### src/rtl/fourbyte_mem_master.sv
// Word-wide request sequencer for the four-byte memory: splits a 32-bit read or write
// into four byte accesses and reassembles read bytes into one word.
module fourbyte_mem_master (
   input  logic        clk,
   input  logic        rst,
   input  logic        req_valid,
   output logic        req_ready,
   input  logic        req_wr,
   input  logic [0:31] req_wdata,
   output logic        rsp_valid,
   output logic [0:31] rsp_rdata,
   output logic        mem_en,
   output logic        mem_wr,
   output logic [0:1]  mem_adr,
   output logic [0:7]  mem_data,
   input  logic [0:7]  mem_out
);

   typedef enum logic [2:0] {
      StIdle,
      StWrite,
      StRead,
      StReadLast,
      StDone
   } state_e;

   state_e      r_state, w_state_d;
   logic [1:0]  r_cnt, w_cnt_d, w_cnt_inc;
   logic [0:31] r_word, w_word_d;
   logic [0:31] r_rsp_rdata, w_rdata_d;
   logic        r_rsp_valid, w_rsp_valid_d;
   logic        r_req_ready, w_ready_d;
   logic        r_mem_en, w_en_d;
   logic        r_mem_wr, w_wr_d;
   logic [0:1]  r_mem_adr, w_adr_d;
   logic [0:7]  r_mem_data, w_data_d;

   // Byte k occupies word bits [8k:8k+7]; byte 0 is the MSB.
   function automatic logic [0:7] get_byte(input logic [0:31] w, input logic [1:0] k);
      logic [0:7] b;
      case (k)
         2'd0:    b = w[0:7];
         2'd1:    b = w[8:15];
         2'd2:    b = w[16:23];
         default: b = w[24:31];
      endcase
      return b;
   endfunction

   function automatic logic [0:31] set_byte(input logic [0:31] w, input logic [1:0] k,
                                            input logic [0:7] b);
      logic [0:31] r;
      r = w;
      case (k)
         2'd0:    r[0:7]   = b;
         2'd1:    r[8:15]  = b;
         2'd2:    r[16:23] = b;
         default: r[24:31] = b;
      endcase
      return r;
   endfunction

   // Outputs are registered: next-cycle output values are computed alongside the next state.
   always_comb begin
      w_state_d     = r_state;
      w_cnt_d       = r_cnt;
      w_word_d      = r_word;
      w_rdata_d     = r_rsp_rdata;
      w_rsp_valid_d = 1'b0;
      w_ready_d     = 1'b0;
      w_en_d        = 1'b0;
      w_wr_d        = 1'b0;
      w_adr_d       = 2'd0;
      w_data_d      = 8'd0;
      w_cnt_inc     = r_cnt + 2'd1;

      unique case (r_state)
         StIdle: begin
            w_ready_d = 1'b1;
            if (req_valid) begin
               w_word_d  = req_wdata;
               w_cnt_d   = 2'd0;
               w_ready_d = 1'b0;
               w_en_d    = 1'b1;
               if (req_wr) begin
                  w_state_d = StWrite;
                  w_wr_d    = 1'b1;
                  w_data_d  = req_wdata[0:7];
               end else begin
                  w_state_d = StRead;
               end
            end
         end
         StWrite: begin
            w_cnt_d = w_cnt_inc;
            if (r_cnt == 2'd3) begin
               w_state_d     = StDone;
               w_rsp_valid_d = 1'b1;
            end else begin
               w_en_d   = 1'b1;
               w_wr_d   = 1'b1;
               w_adr_d  = w_cnt_inc;
               w_data_d = get_byte(r_word, w_cnt_inc);
            end
         end
         StRead: begin
            w_cnt_d = w_cnt_inc;
            // mem_out lags the address by one cycle, so it belongs to the previous byte.
            if (r_cnt != 2'd0) begin
               w_word_d = set_byte(r_word, r_cnt - 2'd1, mem_out);
            end
            if (r_cnt == 2'd3) begin
               w_state_d = StReadLast;
            end else begin
               w_en_d  = 1'b1;
               w_adr_d = w_cnt_inc;
            end
         end
         StReadLast: begin
            w_word_d      = set_byte(r_word, 2'd3, mem_out);
            w_rdata_d     = w_word_d;
            w_rsp_valid_d = 1'b1;
            w_state_d     = StDone;
         end
         StDone: begin
            w_state_d = StIdle;
            w_ready_d = 1'b1;
         end
         default: begin
            w_state_d = StIdle;
         end
      endcase
   end

   always_ff @(posedge clk or posedge rst) begin
      if (rst) begin
         r_state     <= StIdle;
         r_cnt       <= 2'd0;
         r_word      <= 32'd0;
         r_rsp_rdata <= 32'd0;
         r_rsp_valid <= 1'b0;
         r_req_ready <= 1'b1;
         r_mem_en    <= 1'b0;
         r_mem_wr    <= 1'b0;
         r_mem_adr   <= 2'd0;
         r_mem_data  <= 8'd0;
      end else begin
         r_state     <= w_state_d;
         r_cnt       <= w_cnt_d;
         r_word      <= w_word_d;
         r_rsp_rdata <= w_rdata_d;
         r_rsp_valid <= w_rsp_valid_d;
         r_req_ready <= w_ready_d;
         r_mem_en    <= w_en_d;
         r_mem_wr    <= w_wr_d;
         r_mem_adr   <= w_adr_d;
         r_mem_data  <= w_data_d;
      end
   end

   assign req_ready = r_req_ready;
   assign rsp_valid = r_rsp_valid;
   assign rsp_rdata = r_rsp_rdata;
   assign mem_en    = r_mem_en;
   assign mem_wr    = r_mem_wr;
   assign mem_adr   = r_mem_adr;
   assign mem_data  = r_mem_data;

endmodule

### config.mk
export PLATFORM = sky130hd
export DESIGN_NAME = fourbyte_mem_master
export DESIGN_NICKNAME = d
export VERILOG_FILES = /design/src/rtl/fourbyte_mem_master.sv
export SDC_FILE = /design/constraint.sdc
export NUM_CORES = 1
export LEC_CHECK = 0
export CORE_ASPECT_RATIO = 0.9
export CORE_MARGIN = 2
export CORE_UTILIZATION = 53
export CTS_CLUSTER_DIAMETER = 200
export DETAILED_ROUTE_END_ITERATION = 7
export GPL_TIMING_DRIVEN = 0
export MAX_ROUTING_LAYER = met4
export PLACE_DENSITY = 0.88
export SLEW_MARGIN = 20
export SYNTH_ARGS = -nofsm -noshare
export SYNTH_HDL_FRONTEND = slang
export SYNTH_SLANG_ARGS = --single-unit
### constraint.sdc
create_clock -name clk -period 3.5 [get_ports clk]
set_input_delay 0.35 -clock clk [delete_from_list [all_inputs] [get_ports clk]]
set_output_delay 0.35 -clock clk [all_outputs]
set_load 0.02 [all_outputs]
==> summary.txt, run 1 <==
Status - complete, no violations
Relative slew slack - 0.467
Vias in the first global route - 3,024
Post-CTS Setup Inserts - 0
Register Area - 2080 sq um
Synth top area cells - dfrtp_1, mux2_2, a21oi_1, nor2_1, ha_1
Residual DRC - 0
Drt pass-1 iters - 6
RSZ-0062 raised after global routing - false
Commonest cells in the netlist - dfrtp_1, a21oi_1, mux2_2
Post-DP HPWL - 6790 microns
Area share of the largest cell type after synthesis - 0.547
First-pass GRT wire length - 15,000 microns
Sw Pwr - 0.00200 W
Avg WL per Cell - 17.4 microns
Nets - 481
Logic pwr share - 0.507
Lkg Pwr - 2.05 nW
Clock-pin slew on the worst setup and hold paths - 0.08 ns
CTS root buffer - clkbuf_8
Met3 WL - 746 microns
Cts bufs inserted - 9
Worst vdd ir - 492 uV
Hold Crit Class - in2async
CTS tree - done
Startpoint types - flip-flop
Most common cell in the netlist - dfrtp_1
Area delta synth->final - 33.0%
Final worst slack - 1.37 ns
Post-synthesis sequential area ratio - 0.554
Placer Congestion - 0.878
Crit path time final - 2.13 ns
Async SR Flop Fraction - 1.00
Port bufs - 89
Maximum capacitance violations - 0
Slew Viols, Final - 0
H-tree depth - 3
Final instance area - 4990 sq um
Die area - 7770 sq um
Max layer used - met4
Chip width - 92.7 microns
CP top delay family - buffers and inverters
Mapped Area - 3750 sq um
TNS Setup - 0 ns
Clk sinks - 83
Final hold vios - 0
Total GRT Usage - 0.255
Clk buf depth - 2
Initial DRC count - 243
Post-CTS Hold Fix Bufs - 0
Post-synth EDFFs - 0
Worst path max stage delay - 0.46 ns
Area of the multi-input gates - 1530 sq um
Placed Area - 4790 sq um
M1 wire length - 3780 microns
Synthesized instance count - 329
Final Setup Violations - 0
Area leader, netlist - dfrtp_1
Final Cycle Share - 0.608
Syn. warnings - 0
Post-synth top flop - dfrtp_1
Die height - 83.8 microns
ANT cells - 0
Global route total overflow - 0
Routed via count - 3,049
Worst path cell trace - inv_1, ha_1, clkbuf_1, a21oi_1, o22ai_4, mux2_2
Core ar. - 6970 sq um
Vias/cell - 5.77
Share of cells above drive strength 1 - 0.193
Switching share of power - 0.402
Syn Nets - 380
Final WL - 9160 microns
Worst Tran Pin Value - 0.797 ns
Worst Path Arrival - 2.37 ns
Post-route ant nets - 0
Skew final - 0.00795 ns
Avg Inst Size Synth - 11.4 sq um
Sequential share of power - 0.353
Required @ worst endpoint - 3.74 ns
Critical Path Fanout Max - 9
Row Count - 29
Largest net degree at the start of global routing - 50
Fillers - 522
Worst path bufs/invs - 2
Unique masters post-synth - 34
Cell Int Power - 0.00297 W
IO Count - 90
WHS - 0.384 ns
Metal2 WL - 4440 microns
Post-placement setup slack - 1.42 ns
Cts repair resizes - 0
Dpl cells - 512
Crit Path Category - reg2reg
CP endpoint kind - flip-flop
Initial Util - 0.538
Clk pwr share - 0.140
Critical path's slowest cell - dfrtp_1
PD cells - 996 nW/um^2
Max Clk Rate - 470 MHz
Yosys reg bits - 83
Final std cells w/o fill - 528
Initial antenna violation count - 0
Worst skew pair latency - 0.35 ns
-- area by class of cell --
cell class,count,area share
Multi-Input combinational cell,219,0.307
Tap cell,93,0.0233
Buffer,20,0.0228
Timing Repair Buffer,90,0.184
Clock inverter,7,0.0153
Sequential cell,83,0.417
Clock buffer,9,0.0248
Inverter,7,0.00577
-- placed cells by master, fill, tap and decap left out, types with 2 or more instances in the layout --
cell              n
a211oi_1          3
a21oi_1          61
a21oi_4           3
a222oi_1          8
and2_1            8
buf_2             7
buf_4             2
buf_6             3
clkbuf_1          8
clkbuf_8          9
clkdlybuf4s50_1  89
clkinv_4          2
clkinvlp_4        2
dfrtp_1          82
ha_1              7
inv_1             5
mux2_1            2
mux2_2           46
nand2_1          13
nand2b_1          3
nand3b_1          3
nor2_1           37
nor2b_1           3
o21ai_0          10
-- stage by stage --
step	utilization	power, W
after floorplan	-	0.00330
after global placement	0.683	0.00415
after detailed placement	0.687	0.00425
after CTS	0.716	0.00495
after global routing	0.716	0.00527
final	0.716	0.00497
-- sequential cells by signal, indices dropped and copies added (netlist names) --
| register | flops |
|---|---|
| rsp_valid | 1 |
| mem_adr | 2 |
| mem_en | 1 |
| r_state | 3 |
| r_cnt | 2 |
| req_ready | 1 |
| mem_wr | 1 |
| mem_data | 8 |
| rsp_rdata | 32 |
| r_word | 32 |
-- layer usage --
| layer | vias to the layer above | GRT usage |
|---|---|---|
| met3 | 30 | 0.0397 |
| met5 | - | - |
| li1 | 1360 | - |
| met4 | 0 | 0.0775 |
| met1 | 1472 | 0.344 |
| met2 | 187 | 0.404 |
-- worst reg2reg max path: stages, from the launching register on --
cell	delay, ns
dfrtp_1	0.46
inv_1	0.19
ha_1	0.17
clkbuf_1	0.36
a21oi_1	0.18
o22ai_4	0.27
mux2_2	0.39
-- power groups by stage --
stage	sequential, W	combinational, W	clock, W
2_1_floorplan	0.00198	0.00132	0
3_3_place_gp	0.00175	0.00241	0
3_5_place_dp	0.00177	0.00248	0
4_1_cts	0.00175	0.00251	0.000697
5_1_grt	0.00181	0.00273	0.000735
6_report	0.00176	0.00252	0.000695
-- worst paths after layout --
check	from	slack, ns	depth (start not counted)	endpoint
min reg2reg	r_word[24]	0.50	1	r_word[24]
max	r_cnt[1]	1.37	6	r_word[29]
max in group asynchronous	rst	2.53	3	r_word[3]
max reg2reg	r_cnt[1]	1.37	6	r_word[29]
min	rst	0.38	2	mem_wr
min in group clk	r_word[24]	0.50	1	r_word[24]
-- cell families (layout without fill, tap and decap cells) --
family,after synthesis,in the layout,share of synthesized area
AO/OA/AOI/OAI,88,88,0.145
XOR/XNOR,1,1,0.00234
adder cells (fa/ha/maj),7,7,0.0233
buffers and inverters,27,133,0.0374
flip-flops,83,83,0.554
multiplexers,48,48,0.144
AND/OR/NAND/NOR,75,75,0.0937
(Power assumes the default switching activity.)
==> run 2: changes to the inputs <==
CORE_UTILIZATION = 45   (was 53)
PLACE_DENSITY = 0.79   (was 0.88)
clock period = 1.95 ns   (was 3.5 ns; I/O delays follow)
==> run 2 against run 1 <==
Cell count rose by 0.76%. Clock power rose by 86%. Worst hold slack got worse by 0.25 ns. Largest cell class unchanged.
==> summary.txt, run 2 (synthesis gave the netlist of run 1 again) <==
Status - complete, no violations
Relative slew slack - 0.542 (+0.0746)
Skew final - 0.00762 ns (-0.000327 ns)
Residual DRC - 0 (unchanged)
R2R depth - 5 (-1)
Post-CTS Setup Inserts - 0 (unchanged)
Vias/cell - 5.67 (-1.9%)
Global route total overflow - 0 (unchanged)
Max Clk Rate - 532 MHz (+13%)
Post-DP HPWL - 7420 microns (+9.3%)
Clk buf depth - 2 (unchanged)
Chip width - 100 microns (+8.2%)
CTS root buffer - clkbuf_8
PD cells - 1790 nW/um^2 (+80%)
ANT cells - 0 (unchanged)
Critical Path End - r_word[30]
Initial DRC count - 200 (-18%)
CP endpoint kind - flip-flop
Worst vdd ir - 883 uV (+80%)
Final WL - 9730 microns (+6.2%)
Final hold vios - 0 (unchanged)
Nets - 479 (-0.42%)
Final instance area - 5040 sq um (+1.1%)
First-pass GRT wire length - 16,100 microns (+7.8%)
Clock-pin slew on the worst setup and hold paths - 0.07 ns (about the same)
Worst path cell trace - inv_1, ha_2, a21oi_1, o22ai_4, mux2_2
Required @ worst endpoint - 2.19 ns (-1.55 ns)
CP startpoint - r_cnt[1]
IO Count - 90 (unchanged)
Routed via count - 3,015 (-1.1%)
Worst skew pair latency - 0.36 ns (about the same)
Final Cycle Share - 0.965 (+0.356)
Initial Util - 0.465 (-0.0735)
Core ar. - 8070 sq um (+16%)
Flop-to-flop setup slack - 0.07 ns (-1.30 ns)
H-tree depth - 3 (unchanged)
Critical Path Fanout Max - 9 (unchanged)
Cts bufs inserted - 9 (unchanged)
Share of cells above drive strength 1 - 0.201 (+0.00782)
Die height - 90.6 microns (+8.1%)
Initial antenna violation count - 0 (unchanged)
CTS tree - done
Highest-count cells in the layout ignoring fill and taps - clkdlybuf4s50_1, dfrtp_1, a21oi_1, mux2_2, nor2_1
Crit path time final - 1.88 ns (-0.248 ns)
Slew Viols, Final - 0 (unchanged)
Placed Area - 4840 sq um (+1.0%)
Reg-to-reg startpoint - r_cnt[1]
Post-route ant nets - 0 (unchanged)
WHS - 0.138 ns (-0.246 ns)
Worst Path Arrival - 2.12 ns (-0.25 ns)
Most common cell after layout, fill and taps aside - clkdlybuf4s50_1
Largest net degree at the start of global routing - 27 (-46%)
Reg2reg end - r_word[30]
Clk sinks - 83 (unchanged)
Hold Crit Class - in2async
Area delta synth->final - 34.5%
Maximum capacitance violations - 0 (unchanged)
Total GRT Usage - 0.236 (-0.0192)
Vias in the first global route - 3,147 (+4.1%)
Die area - 9080 sq um (+17%)
Startpoint types - flip-flop
Drt pass-1 iters - 6 (unchanged)
Port bufs - 89 (unchanged)
Total power - 0.00903 W (+82%)
Worst path max stage delay - 0.45 ns (about the same)
Crit Path Category - reg2reg
Placer Congestion - 0.931 (+6.0%)
Lkg Pwr - 2.07 nW (+0.62%)
Row Count - 31 (+6.9%)
RSZ-0062 raised after global routing - true
Avg WL per Cell - 18.3 microns (+5.4%)
Critical path's slowest cell - dfrtp_2
Post-CTS Hold Fix Bufs - 0 (unchanged)
Worst Tran Pin Value - 0.683 ns (-0.114 ns)
Final Setup Violations - 0 (unchanged)
[run 2: through the flow]
stage	setup TNS, ns	utilization	setup slack (ns)	cells
floorplan	0	-	0.196	329
global placement	-7.60	0.591	-0.107	517
detailed placement	-1.70	0.600	-0.163	520
CTS	0	0.624	0.0103	534
global route	-0.0313	0.625	-0.0160	532
finish	0	0.625	0.0687	532
[run 2: worst min-delay path by stage]
| stage | startpoint | end | slack [ns] |
|---|---|---|---|
| global placement | r_word[25] | r_word[25] | 0.47 |
| global route | rst | mem_wr | 0.14 |
| CTS | rst | rsp_rdata[0] | 0.13 |
| floorplan | req_valid | req_ready | 0.26 |
| detailed placement | r_word[24] | r_word[24] | 0.48 |
| finish | rst | mem_wr | 0.14 |
[run 2: layout make-up]
cell class	instances	area [sq um]
tap	99	124
timing repair buffer	92	958
clock inverter	3	65.1
inverter	7	30.0
buffer	16	104
clock buffer	13	139
multi-input combinational	219	1540
fill	674	3020
sequential	83	2080
[run 2: timing repair]
action                                  in CTS  in global routing
pin swaps                                    0                  3
resized for setup                            1                  8
hold endpoints to repair                     0                  0
endpoints found under the setup margin      18                 38
[run 2: power by group]
group / internal, W / switching (W) / total, W
Sequential: 0.00259 / 0.000580 / 0.00317
Combinational: 0.00219 / 0.00238 / 0.00457
Clock: 0.000721 / 0.000569 / 0.00129
Total: 0.00550 / 0.00353 / 0.00903
[run 2: layer usage]
layer	GRT usage	wire [microns]
met4	0.0639	141
met5	-	0
met3	0.0658	825
met2	0.375	4860
met1	0.298	3910
[run 2: critical path: cells and delay by family, from the launching register on]
family                     cells  cell delay, ns
AOI/OAI and AO/OA              2            0.41
adders and majority gates      1            0.35
buffers and inverters          1            0.16
muxes                          1            0.38
DFF                            1            0.45
==> run 3: changes to the inputs <==
--- a/config.mk
+++ b/config.mk
@@ -9,3 +9,4 @@
 export CORE_MARGIN = 2
-export CORE_UTILIZATION = 45
+export CORE_UTILIZATION = 55
+export CTS_BUF_LIST = sky130_fd_sc_hd__clkbuf_4 sky130_fd_sc_hd__clkbuf_8
 export CTS_CLUSTER_DIAMETER = 200
@@ -14,3 +15,3 @@
 export MAX_ROUTING_LAYER = met4
-export PLACE_DENSITY = 0.79
+export PLACE_DENSITY = 0.9
 export SLEW_MARGIN = 20
==> constraint.sdc (replaced) <==
create_clock -name clk -period 2.2 [get_ports clk]
set_input_delay 0.22 -clock clk [delete_from_list [all_inputs] [get_ports clk]]
set_output_delay 0.22 -clock clk [all_outputs]
set_load 0.1 [all_outputs]
==> run 3 against run 2 <==
The run now ends with design-rule violations left. Worst hold slack gained 0.15 ns. Via count grew 2.2%. First-iteration DRC count rose by 31%. Critical path type is now reg2out. Sequential share of layout area is 0.42 points higher. Die area fell by 17%. Design area shrank 1.1%. Sequential cell count unchanged.
==> summary.txt, run 3 (synthesis gave the netlist of run 1 again) <==
Status - finished, violations left
Failing checks - design-rule violations
Area delta synth->final - 33.0%
Die height - 82.3 microns (-9.1%)
Required @ worst endpoint - 1.98 ns (-0.21 ns)
Worst path cell trace - clkdlybuf4s50_1
Total GRT Usage - 0.274 (+0.0379)
Row Count - 28 (-9.7%)
Worst Path Arrival - 1.86 ns (-0.26 ns)
Share of cells above drive strength 1 - 0.196 (-0.00507)
Final instance area - 4990 sq um (-1.1%)
Avg WL per Cell - 18.1 microns (-1.2%)
Skew final - 0.00771 ns (+0.0000846 ns)
Die area - 7500 sq um (-17%)
Core ar. - 6590 sq um (-18%)
Final WL - 9470 microns (-2.7%)
Clk sinks - 83 (unchanged)
Initial Util - 0.570 (+0.105)
Residual DRC - 1 (+1)
Initial antenna violation count - 0 (unchanged)
Final hold vios - 0 (unchanged)
Max Clk Rate - 480 MHz
Fillers - 482 (-28%)
Worst path max stage delay - 1.14 ns (+0.69 ns)
Area of the multi-input gates - 1530 sq um (-0.65%)
Drt pass-1 iters - 8 (+2)
Post-CTS Hold Fix Bufs - 0 (unchanged)
RSZ-0062 raised after global routing - false
CP endpoint kind - primary output
IO Count - 90 (unchanged)
Global route total overflow - 0 (unchanged)
CTS root buffer - clkbuf_8
First-pass GRT wire length - 15,300 microns (-5.1%)
Port bufs - 89 (unchanged)
Dpl cells - 510 (-1.9%)
TNS Setup - 0 ns (unchanged)
Hold Crit Class - in2async
Final std cells w/o fill - 524 (-1.5%)
Cts bufs inserted - 9 (unchanged)
Crit path time final - 2.08 ns
Clk buf depth - 2 (unchanged)
Final Setup Violations - 0 (unchanged)
Final Core Density - 0.757 (+0.132)
Startpoint types - flip-flop
Maximum capacitance violations - 0 (unchanged)
Crit Path Category - reg2out
Critical path's slowest cell - clkdlybuf4s50_1
Vias/cell - 5.88 (+3.8%)
Nets - 480 (+0.21%)
Post-DP HPWL - 7020 microns (-5.4%)
Chip width - 91.1 microns (-9.2%)
Worst path bufs/invs - 1 (unchanged)
H-tree depth - 3 (unchanged)
Relative slew slack - 0.334 (-0.208)
Initial DRC count - 262 (+31%)
ANT cells - 0 (unchanged)
Placer Congestion - 0.951 (+2.2%)
Placed Area - 4800 sq um (-0.80%)
Worst Tran Pin Value - 0.996 ns (+0.312 ns)
Critical Path Fanout Max - 2 (-7)
Post-route ant nets - 0 (unchanged)
Final Cycle Share - 0.947
Slew Viols, Final - 0 (unchanged)
Highest-count cells in the layout ignoring fill and taps - clkdlybuf4s50_1, dfrtp_1, a21oi_1, mux2_2, nor2_1
CP top delay family - buffers and inverters
Worst skew pair latency - 0.36 ns (about the same)
Clock-pin slew on the worst setup and hold paths - 0.09 ns (+0.02 ns)
Most common cell after layout, fill and taps aside - clkdlybuf4s50_1
CTS tree - done
Vias in the first global route - 3,144 (-0.095%)
Largest net degree at the start of global routing - 33 (+22%)
Register Area - 2080 sq um (-0.12%)
Routed via count - 3,082 (+2.2%)
[run 3: changes by cell type in the layout (fill, tap and decap cells not counted), moves of 2 or more]
cell      delta
ha_2         -2
buf_4        -2
buf_2        +2
clkbuf_1     -2
clkinv_2     +2
dfrtp_1      +2
ha_1         +2
dfrtp_2      -2
[run 3: repair_timing]
action	4_1_cts	5_1_grt
endpoints found under the setup margin	1	3
buffers inserted	0	0
gates resized for setup	1	0
pin swaps	0	0
[run 3: routing by layer]
metal,track usage,part of all wire,vias to the layer above
met5,-,0,-
met4,0.126,0.033,0
met3,0.0426,0.073,40
met2,0.450,0.49,179
met1,0.342,0.40,1496
li1,-,-,1367
[run 3: area by class of cell]
class | count | area share
buffer | 18 | 0.0213
clock buffer | 11 | 0.0291
clock inverter | 5 | 0.0105
inverter | 7 | 0.00602
multi-input combinational | 219 | 0.307
sequential | 83 | 0.417
tap | 90 | 0.0226
timing repair buffer | 91 | 0.186
[run 3: final timing paths]
path,start,end,slack [ns],cells after the start
worst max-delay path,rsp_rdata[3],rsp_rdata[3],0.12,1
worst min-delay path,rst,rsp_rdata[6],0.29,2
worst max register to register,r_cnt[0],r_word[14],0.19,7
worst min register to register,rsp_rdata[19],rsp_rdata[19],0.51,1
max in group asynchronous,rst,req_ready,1.29,3
min in group clk,req_wdata[10],r_word[10],0.49,3
[run 3: stage by stage]
step	hold WS, ns	setup WS, ns
3_3_place_gp	0.488	0.167
6_report	0.286	0.116
4_1_cts	0.303	0.109
3_5_place_dp	0.491	0.139
5_1_grt	0.330	0.0766
2_1_floorplan	0.283	0.446
Power of run 3 is left out: the tool's default activity adds up to more than one toggle a clock period on the data nets, which glitch-free logic cannot reach.
